$ cat src/rtl/spi_ram_pkg.sv
// Shared constants and state encodings for the SPI RAM master and its frame engine.
package spi_ram_pkg;

  localparam int FRAME_BITS = 10;
  localparam int DATA_BITS  = 8;

  localparam logic [1:0] TYPE_WR_ADDR = 2'b00;
  localparam logic [1:0] TYPE_WR_DATA = 2'b01;
  localparam logic [1:0] TYPE_RD_ADDR = 2'b10;
  localparam logic [1:0] TYPE_RD_DATA = 2'b11;

  typedef enum logic [1:0] {
    S_IDLE,
    S_ADDR_FRM,
    S_DATA_FRM,
    S_DONE
  } top_state_e;

  // F_IDLE parks the engine between frames; the other states trace one frame.
  typedef enum logic [2:0] {
    F_IDLE,
    F_SEL,
    F_CMD,
    F_SHIFT,
    F_TURN,
    F_RECV,
    F_GAP
  } frame_state_e;

endpackage

$ cat src/rtl/spi_ram_if.sv
// Host-side request/response bus of the SPI RAM master.
interface spi_ram_if #(
  parameter int ADDR_SIZE = 8
) ();

  logic                 req_valid;
  logic                 req_ready;
  logic                 req_rd;
  logic [ADDR_SIZE-1:0] req_addr;
  logic [7:0]           req_wdata;
  logic                 rsp_valid;
  logic [7:0]           rsp_rdata;
  logic                 busy;

  modport master (
    output req_valid, req_rd, req_addr, req_wdata,
    input  req_ready, rsp_valid, rsp_rdata, busy
  );

  modport slave (
    input  req_valid, req_rd, req_addr, req_wdata,
    output req_ready, rsp_valid, rsp_rdata, busy
  );

endinterface

$ cat src/rtl/spi_frame_engine.sv
// Drives one SPI frame: select, command bit, 10-bit type/payload shift, optional
// turnaround and 8-bit receive, then the SS_n-high gap. GAP_CYCLES must be >= 1.
module spi_frame_engine
  import spi_ram_pkg::*;
#(
  parameter int GAP_CYCLES  = 1,
  parameter int TURN_CYCLES = 2
) (
  input  logic                 clk,
  input  logic                 rst_n,
  input  logic                 start,
  input  logic [1:0]           frame_type,
  input  logic [DATA_BITS-1:0] payload,
  output logic                 done,
  output logic                 active,
  output logic [DATA_BITS-1:0] rdata,
  output logic                 ss_n,
  output logic                 mosi,
  input  logic                 miso
);

  localparam int CNT_MAX_0 = (GAP_CYCLES > TURN_CYCLES) ? GAP_CYCLES : TURN_CYCLES;
  localparam int CNT_MAX   = (CNT_MAX_0 > FRAME_BITS) ? CNT_MAX_0 : FRAME_BITS;
  localparam int CNT_W     = $clog2(CNT_MAX + 1);

  localparam logic [CNT_W-1:0] CNT_ONE    = CNT_W'(1);
  localparam logic [CNT_W-1:0] SHIFT_LAST = CNT_W'(FRAME_BITS - 1);
  localparam logic [CNT_W-1:0] RECV_LAST  = CNT_W'(DATA_BITS - 1);
  localparam logic [CNT_W-1:0] TURN_LAST  = CNT_W'(TURN_CYCLES - 1);
  localparam logic [CNT_W-1:0] GAP_LAST   = CNT_W'(GAP_CYCLES - 1);

  frame_state_e              state_q, state_d;
  logic [CNT_W-1:0]          cnt_q, cnt_d;
  logic                      rd_q, rd_d;
  logic [FRAME_BITS-1:0]     shift_q, shift_d;
  logic [DATA_BITS-1:0]      rx_q, rx_d;

  always_comb begin
    // NOTE: every output and next-state value gets a default before the case so no path infers a latch.
    state_d = state_q;
    cnt_d   = cnt_q;
    rd_d    = rd_q;
    shift_d = shift_q;
    rx_d    = rx_q;
    done    = 1'b0;
    ss_n    = 1'b1;
    mosi    = 1'b0;

    unique case (state_q)
      F_IDLE: ;
      F_SEL: begin
        ss_n    = 1'b0;
        state_d = F_CMD;
      end
      F_CMD: begin
        ss_n    = 1'b0;
        mosi    = shift_q[FRAME_BITS-1];
        cnt_d   = '0;
        state_d = F_SHIFT;
      end
      F_SHIFT: begin
        ss_n    = 1'b0;
        mosi    = shift_q[FRAME_BITS-1];
        shift_d = {shift_q[FRAME_BITS-2:0], 1'b0};
        if (cnt_q == SHIFT_LAST) begin
          cnt_d = '0;
          if (!rd_q)                state_d = F_GAP;
          else if (TURN_CYCLES > 0) state_d = F_TURN;
          else                      state_d = F_RECV;
        end else begin
          cnt_d = cnt_q + CNT_ONE;
        end
      end
      F_TURN: begin
        ss_n = 1'b0;
        if (cnt_q == TURN_LAST) begin
          cnt_d   = '0;
          state_d = F_RECV;
        end else begin
          cnt_d = cnt_q + CNT_ONE;
        end
      end
      F_RECV: begin
        ss_n = 1'b0;
        rx_d = {rx_q[DATA_BITS-2:0], miso};
        if (cnt_q == RECV_LAST) begin
          cnt_d   = '0;
          state_d = F_GAP;
        end else begin
          cnt_d = cnt_q + CNT_ONE;
        end
      end
      F_GAP: begin
        if (cnt_q == GAP_LAST) begin
          done    = 1'b1;
          state_d = F_IDLE;
        end else begin
          cnt_d = cnt_q + CNT_ONE;
        end
      end
      default: state_d = F_IDLE;
    endcase

    // A chained frame starts straight out of the last gap cycle, with no idle bubble.
    if (start && (state_q == F_IDLE || done)) begin
      state_d = F_SEL;
      cnt_d   = '0;
      shift_d = {frame_type, payload};
      rd_d    = (frame_type == TYPE_RD_DATA);
    end
  end

  // NOTE: sequential state uses non-blocking assignments only, so every flop samples pre-edge values.
  always_ff @(posedge clk) begin
    if (!rst_n) begin
      state_q <= F_IDLE;
      cnt_q   <= '0;
      rd_q    <= 1'b0;
    end else begin
      state_q <= state_d;
      cnt_q   <= cnt_d;
      rd_q    <= rd_d;
    end
  end

  // NOTE: shift/receive datapath is left unreset; it is always reloaded before it is observed.
  always_ff @(posedge clk) begin
    shift_q <= shift_d;
    rx_q    <= rx_d;
  end

  assign active = (state_q != F_IDLE);
  assign rdata  = rx_q;

endmodule

$ cat src/rtl/spi_ram_master.sv
// Turns host read/write requests into SPI address and data frames, skipping the
// address frame when the last address sent for that direction already matches.
module spi_ram_master
  import spi_ram_pkg::*;
#(
  parameter int ADDR_SIZE     = 8,
  parameter int GAP_CYCLES    = 1,
  parameter int TURN_CYCLES   = 2,
  parameter bit ADDR_CACHE_EN = 1'b1
) (
  input  logic     clk,
  input  logic     rst_n,
  spi_ram_if.slave bus,
  output logic     SS_n,
  output logic     MOSI,
  input  logic     MISO
);

  top_state_e           state_q, state_d;
  logic                 ready_q, ready_d;
  logic                 wc_valid_q, wc_valid_d;
  logic                 rc_valid_q, rc_valid_d;
  logic [DATA_BITS-1:0] rdata_q, rdata_d;

  logic                 rd_q, rd_d;
  logic [ADDR_SIZE-1:0] addr_q, addr_d;
  logic [DATA_BITS-1:0] wdata_q, wdata_d;
  logic [ADDR_SIZE-1:0] wc_addr_q, wc_addr_d;
  logic [ADDR_SIZE-1:0] rc_addr_q, rc_addr_d;

  logic                 accept;
  logic                 req_hit;
  logic [1:0]           data_type;
  logic [DATA_BITS-1:0] data_payload;

  logic                 eng_start;
  logic                 eng_done;
  logic                 eng_active;
  logic [1:0]           eng_type;
  logic [DATA_BITS-1:0] eng_payload;
  logic [DATA_BITS-1:0] eng_rdata;

  // ready_q is only ever set while heading into IDLE, so it doubles as the IDLE qualifier.
  assign accept  = ready_q && bus.req_valid;
  assign req_hit = ADDR_CACHE_EN &&
                   (bus.req_rd ? (rc_valid_q && (rc_addr_q == bus.req_addr))
                               : (wc_valid_q && (wc_addr_q == bus.req_addr)));

  assign data_type    = rd_q ? TYPE_RD_DATA : TYPE_WR_DATA;
  assign data_payload = rd_q ? '0 : wdata_q;

  always_comb begin
    state_d     = state_q;
    wc_valid_d  = wc_valid_q;
    rc_valid_d  = rc_valid_q;
    rdata_d     = rdata_q;
    rd_d        = rd_q;
    addr_d      = addr_q;
    wdata_d     = wdata_q;
    wc_addr_d   = wc_addr_q;
    rc_addr_d   = rc_addr_q;
    eng_start   = 1'b0;
    eng_type    = rd_q ? TYPE_RD_ADDR : TYPE_WR_ADDR;
    eng_payload = DATA_BITS'(addr_q);

    unique case (state_q)
      S_IDLE: begin
        if (accept) begin
          rd_d    = bus.req_rd;
          addr_d  = bus.req_addr;
          wdata_d = bus.req_wdata;
          state_d = req_hit ? S_DATA_FRM : S_ADDR_FRM;
        end
      end
      S_ADDR_FRM: begin
        if (!eng_active) begin
          eng_start = 1'b1;
        end else if (eng_done) begin
          if (rd_q) begin
            rc_valid_d = 1'b1;
            rc_addr_d  = addr_q;
          end else begin
            wc_valid_d = 1'b1;
            wc_addr_d  = addr_q;
          end
          eng_start   = 1'b1;
          eng_type    = data_type;
          eng_payload = data_payload;
          state_d     = S_DATA_FRM;
        end
      end
      S_DATA_FRM: begin
        eng_type    = data_type;
        eng_payload = data_payload;
        if (!eng_active) begin
          eng_start = 1'b1;
        end else if (eng_done) begin
          if (rd_q) rdata_d = eng_rdata;
          state_d = S_DONE;
        end
      end
      S_DONE:  state_d = S_IDLE;
      default: state_d = S_IDLE;
    endcase

    ready_d = (state_d == S_IDLE);
  end

  always_ff @(posedge clk) begin
    if (!rst_n) begin
      state_q    <= S_IDLE;
      ready_q    <= 1'b0;
      wc_valid_q <= 1'b0;
      rc_valid_q <= 1'b0;
      rdata_q    <= '0;
    end else begin
      state_q    <= state_d;
      ready_q    <= ready_d;
      wc_valid_q <= wc_valid_d;
      rc_valid_q <= rc_valid_d;
      rdata_q    <= rdata_d;
    end
  end

  // Captured request and cached addresses are qualified by state/valid bits.
  always_ff @(posedge clk) begin
    rd_q      <= rd_d;
    addr_q    <= addr_d;
    wdata_q   <= wdata_d;
    wc_addr_q <= wc_addr_d;
    rc_addr_q <= rc_addr_d;
  end

  spi_frame_engine #(
    .GAP_CYCLES  (GAP_CYCLES),
    .TURN_CYCLES (TURN_CYCLES)
  ) u_engine (
    .clk        (clk),
    .rst_n      (rst_n),
    .start      (eng_start),
    .frame_type (eng_type),
    .payload    (eng_payload),
    .done       (eng_done),
    .active     (eng_active),
    .rdata      (eng_rdata),
    .ss_n       (SS_n),
    .mosi       (MOSI),
    .miso       (MISO)
  );

  assign bus.req_ready = ready_q;
  assign bus.rsp_valid = (state_q == S_DONE);
  assign bus.busy      = (state_q != S_IDLE);
  assign bus.rsp_rdata = rdata_q;

endmodule

$ cat src/flat_wrapper.sv
// flat-port wrapper written by rule: the top's interface ports become plain ports
module spi_ram_master_flat import spi_ram_pkg::*;
#(
  parameter int ADDR_SIZE     = 8,
  parameter int GAP_CYCLES    = 1,
  parameter int TURN_CYCLES   = 2,
  parameter bit ADDR_CACHE_EN = 1'b1
)
  (clk, rst_n, SS_n, MOSI, MISO, bus_req_valid, bus_req_rd, bus_req_addr, bus_req_wdata, bus_req_ready, bus_rsp_valid, bus_rsp_rdata, bus_busy);
  spi_ram_if #(.ADDR_SIZE(ADDR_SIZE)) bus_i ();
  input  logic clk;
  input  logic rst_n;
  output logic SS_n;
  output logic MOSI;
  input  logic MISO;
  input wire logic [$bits(bus_i.req_valid)-1:0] bus_req_valid;
  input wire logic [$bits(bus_i.req_rd)-1:0] bus_req_rd;
  input wire logic [$bits(bus_i.req_addr)-1:0] bus_req_addr;
  input wire logic [$bits(bus_i.req_wdata)-1:0] bus_req_wdata;
  output wire logic [$bits(bus_i.req_ready)-1:0] bus_req_ready;
  output wire logic [$bits(bus_i.rsp_valid)-1:0] bus_rsp_valid;
  output wire logic [$bits(bus_i.rsp_rdata)-1:0] bus_rsp_rdata;
  output wire logic [$bits(bus_i.busy)-1:0] bus_busy;
  assign bus_i.req_valid = bus_req_valid;
  assign bus_i.req_rd = bus_req_rd;
  assign bus_i.req_addr = bus_req_addr;
  assign bus_i.req_wdata = bus_req_wdata;
  assign bus_req_ready = bus_i.req_ready;
  assign bus_rsp_valid = bus_i.rsp_valid;
  assign bus_rsp_rdata = bus_i.rsp_rdata;
  assign bus_busy = bus_i.busy;
  spi_ram_master #(.ADDR_SIZE(ADDR_SIZE), .GAP_CYCLES(GAP_CYCLES), .TURN_CYCLES(TURN_CYCLES), .ADDR_CACHE_EN(ADDR_CACHE_EN)) u_core (.clk(clk), .rst_n(rst_n), .bus(bus_i), .SS_n(SS_n), .MOSI(MOSI), .MISO(MISO));
endmodule
$ cat config.mk
export PLATFORM = sky130hd
export DESIGN_NAME = spi_ram_master_flat
export DESIGN_NICKNAME = d
export VERILOG_FILES = /design/src/rtl/spi_ram_pkg.sv /design/src/rtl/spi_ram_if.sv /design/src/rtl/spi_frame_engine.sv /design/src/rtl/spi_ram_master.sv /design/src/flat_wrapper.sv
export SDC_FILE = /design/constraint.sdc
export NUM_CORES = 1
export LEC_CHECK = 0
export CORE_MARGIN = 2
export CORE_UTILIZATION = 60
export DETAILED_ROUTE_END_ITERATION = 7
export PLACE_DENSITY = 0.84
export SLEW_MARGIN = 20
export SYNTH_ARGS = -nofsm -noshare
export SYNTH_HDL_FRONTEND = slang
export SYNTH_SLANG_ARGS = --single-unit
$ cat constraint.sdc
create_clock -name clk -period 3.36 [get_ports clk]
set_input_delay 0.336 -clock clk [delete_from_list [all_inputs] [get_ports clk]]
set_output_delay 0.336 -clock clk [all_outputs]
set_load 0.01 [all_outputs]
==> impl_metrics.json <==
{
  "status": "completed",
  "initial_core_util": 0.6227,
  "worstReg2RegEnd": "u_core.wc_addr_q[4]",
  "multi_input_area_mm2": 0.001120,
  "p_leak_nw": 1.320,
  "fin_nets": 332,
  "portBuffers": 33,
  "grt_pass1_vias": 2119,
  "postRouteAntennaNets": 0,
  "htreeDepth": 3,
  "cp-startpoint": "u_core.u_engine.state_q[1]",
  "via_per_inst": 5.785,
  "p_seq_frac": 0.494,
  "die_w_um": 76.81,
  "endpoint_kind": "output pin",
  "core_mm2": 0.005107,
  "internal-power_mw": 1.666,
  "cp.buffers_inverters": 1,
  "total_power_mw": 2.281,
  "crit_type": "register to output pin",
  "grt_usage": 0.2332,
  "synth_area_mm2": 0.003181,
  "fillCellCount": 335,
  "path_clk_slew_ps": 70,
  "combPwrFrac": 0.182,
  "r2r-start": "u_core.u_engine.cnt_q[0]",
  "seq_area_mm2": 0.001952,
  "crit_path_top_delay_cell": "nor3_1",
  "hold_viol_final": 0,
  "rsz0062_at_grt": "false",
  "cap_violations": 0,
  "yosysWarnings": 0,
  "numCtsBuffers": 9,
  "hp-start": "u_core.u_engine.rdata[1]",
  "finalClockSkew_ps": 6.057,
  "holdPathStages": 0,
  "peakVddDrop_v": 0.0003522,
  "cts.repair.resized": 0,
  "max_stage_delay_ps": 660,
  "pwr_density_cell_mw_per_mm2": 598.3,
  "r2r_cells": 5,
  "fin_crit_sh": 0.7482,
  "cts_setup_buffers": 0,
  "grt_pass1_wl_um": 10560,
  "setup-tns-final_ps": 0,
  "worstMarginPinSlew_ps": 862.7,
  "antenna_cells": 0,
  "die_h_um": 76.81,
  "cts.sinks": 72,
  "slew_headroom": 0.4237,
  "gr-total-overflow": 0,
  "layout_common_cells": "edfxtp_1, clkdlybuf4s50_1, dfxtp_1, inv_1, nand2_1",
  "wl_um": 6498,
  "r2r_slack_ps": 980,
  "final_common_cell": "edfxtp_1",
  "cts_tree": "yes",
  "drtIter0Drc": 236,
  "fin_crit_ps": 2514,
  "critPathTopFamily": "simple AND/OR/NAND/NOR gates",
  "area_growth_pct": 19.87,
  "yosysSeqAreaShare": 0.6137,
  "async_flop_share": 0,
  "wire_per_inst_um": 17.28,
  "p_clk_frac": 0.325,
  "ys_ff_latch": 72,
  "ys.flop_type": "edfxtp_1",
  "slew_viol_final": 0,
  "antenna_found_initial": 0,
  "drc_errors": 0,
  "clock_latency_ps": 340,
  "arrival_ps": 2180,
  "synthCells": 262,
  "grt_max_degree": 24,
  "die_area_mm2": 0.005899,
  "p_sw_mw": 0.6154,
  "cp-start-kind": "register",
  "clock.fmax_mhz": 397.8,
  "io_pins": 34,
  "vias": 2175,
  "clockBufferDepth": 2,
  "hold_end": "u_core.u_engine.rdata[2]",
  "cp_max_fo": 18,
  "yosysUniqueCellTypes": 43,
  "synth.avg_cell_area_um2": 12.14,
  "hpwlAfterDp_um": 4443,
  "hold_class": "register to register",
  "path_cells": "nor3_1 > a21o_1 > clkdlybuf4s50_1",
  "drive_gt1_frac": 0.08170,
  "rows": 26,
  "swShare": 0.2698,
  "firstDrtPassIters": 5,
  "synth_edf_count": 51,
  "critPathRequiredTime_ps": 3020,
  "cts_hold_buf": 0,
  "synthesis.nets": 293,
  "finalSetupViolations": 0,
  "gp_congestion": 0.8325,
  "clock-root-buffer": "clkbuf_8"
}
[logic make-up after synthesis]
logic type / after synthesis / share of synthesized area
AOI/OAI and AO/OA: 56 / 0.1160
xor gates and xnor gates: 17 / 0.04681
adders and majority gates: 10 / 0.03934
buffers and inverters: 27 / 0.03422
DFF: 72 / 0.6137
muxes: 10 / 0.03187
and+or+nand+nor: 70 / 0.1180
[worst reg2reg max path, cell delays in order, from the launching register on]
cell	delay (ps)
dfxtp_1	370
inv_1	70
ha_1	170
nor3b_1	410
and3_1	280
nor2b_1	710
[power groups by stage]
stage	combinational, mW	clock, mW	sequential, mW
detailed placement	0.406	0	1.14
global placement	0.393	0	1.14
CTS	0.410	0.747	1.12
floorplan	0.280	0	1.11
finish	0.414	0.740	1.13
global route	0.460	0.791	1.13
[stage by stage]
| step | utilization | hold slack (ps) | cells | setup WS, ps | area, um2 |
|---|---|---|---|---|---|
| floorplan | - | 426.1 | 262 | 1058 | 3181 |
| CTS | 0.7464 | 452.3 | 376 | 899.4 | 3812 |
| global placement | 0.7024 | 430.4 | 360 | 1205 | 3587 |
| global route | 0.7464 | 468.8 | 376 | 744.0 | 3812 |
| finish | 0.7464 | 452.1 | 376 | 846.2 | 3812 |
| detailed placement | 0.7024 | 436.5 | 360 | 1005 | 3587 |
[sequential cells by signal, summed over array words and instances (netlist names)]
name,flops
u_core.bus.req_ready,1
u_core.wc_valid_q,1
u_core.u_engine.state_q,3
u_core.wc_addr_q,8
u_core.addr_q,8
u_core.u_engine.rd_q,1
u_core.rc_addr_q,8
u_core.bus.rsp_rdata,8
u_core.rd_q,1
u_core.u_engine.cnt_q,4
u_core.u_engine.rdata,8
u_core.u_engine.shift_q,10
u_core.state_q,2
u_core.rc_valid_q,1
u_core.wdata_q,8
[area by class of cell]
class / instances / share of cell area
multi-input cells: 163 / 0.2937
clock inverters: 4 / 0.01280
flip-flops and latches: 72 / 0.5120
clock buffers: 12 / 0.04627
well taps: 70 / 0.02297
repair buffers: 37 / 0.09452
inverters: 18 / 0.01772
[worst max path at each step]
stage | depth (start not counted) | endpoint | slack (ps)
floorplan | 7 | u_core.u_engine.shift_q[0] | 1060
global placement | 5 | u_core.wc_addr_q[4] | 1210
detailed placement | 5 | u_core.wc_addr_q[1] | 1010
CTS | 3 | SS_n | 900
global route | 5 | u_core.wc_addr_q[0] | 740
finish | 3 | SS_n | 850
[routing by layer]
metal / global-route usage / routed length [um] / vias up
li1: - / - / 1040
met4: 0.09091 / 88 / 0
met3: 0.04118 / 294 / 8
met1: 0.3117 / 2853 / 1055
met2: 0.3807 / 3261 / 72
met5: 0 / 0 / -
[synth_stat cells (all sizes together) (2+ instances only)]
cell / number / share of area
xnor2: 5 / 0.014
o211ai: 2 / 0.0047
a311oi: 2 / 0.0055
nand3: 8 / 0.013
a211oi: 3 / 0.0071
buf: 2 / 0.0047
nor3: 3 / 0.0047
o21ai: 10 / 0.016
and2: 2 / 0.0039
mux2i: 9 / 0.028
edfxtp: 51 / 0.48
o21a: 4 / 0.0094
clkbuf: 7 / 0.0083
a21o: 2 / 0.0047
a221oi: 8 / 0.022
ha: 10 / 0.039
nor2b: 3 / 0.0059
nand2: 18 / 0.021
xor2: 12 / 0.033
a31oi: 5 / 0.0098
and3: 2 / 0.0039
nor3b: 3 / 0.0087
nor4: 4 / 0.013
nand3b: 4 / 0.0094
or3: 2 / 0.0039
inv: 18 / 0.021
a21oi: 15 / 0.024
dfxtp: 21 / 0.13
nor2: 17 / 0.020
(Power assumes the default switching activity.)
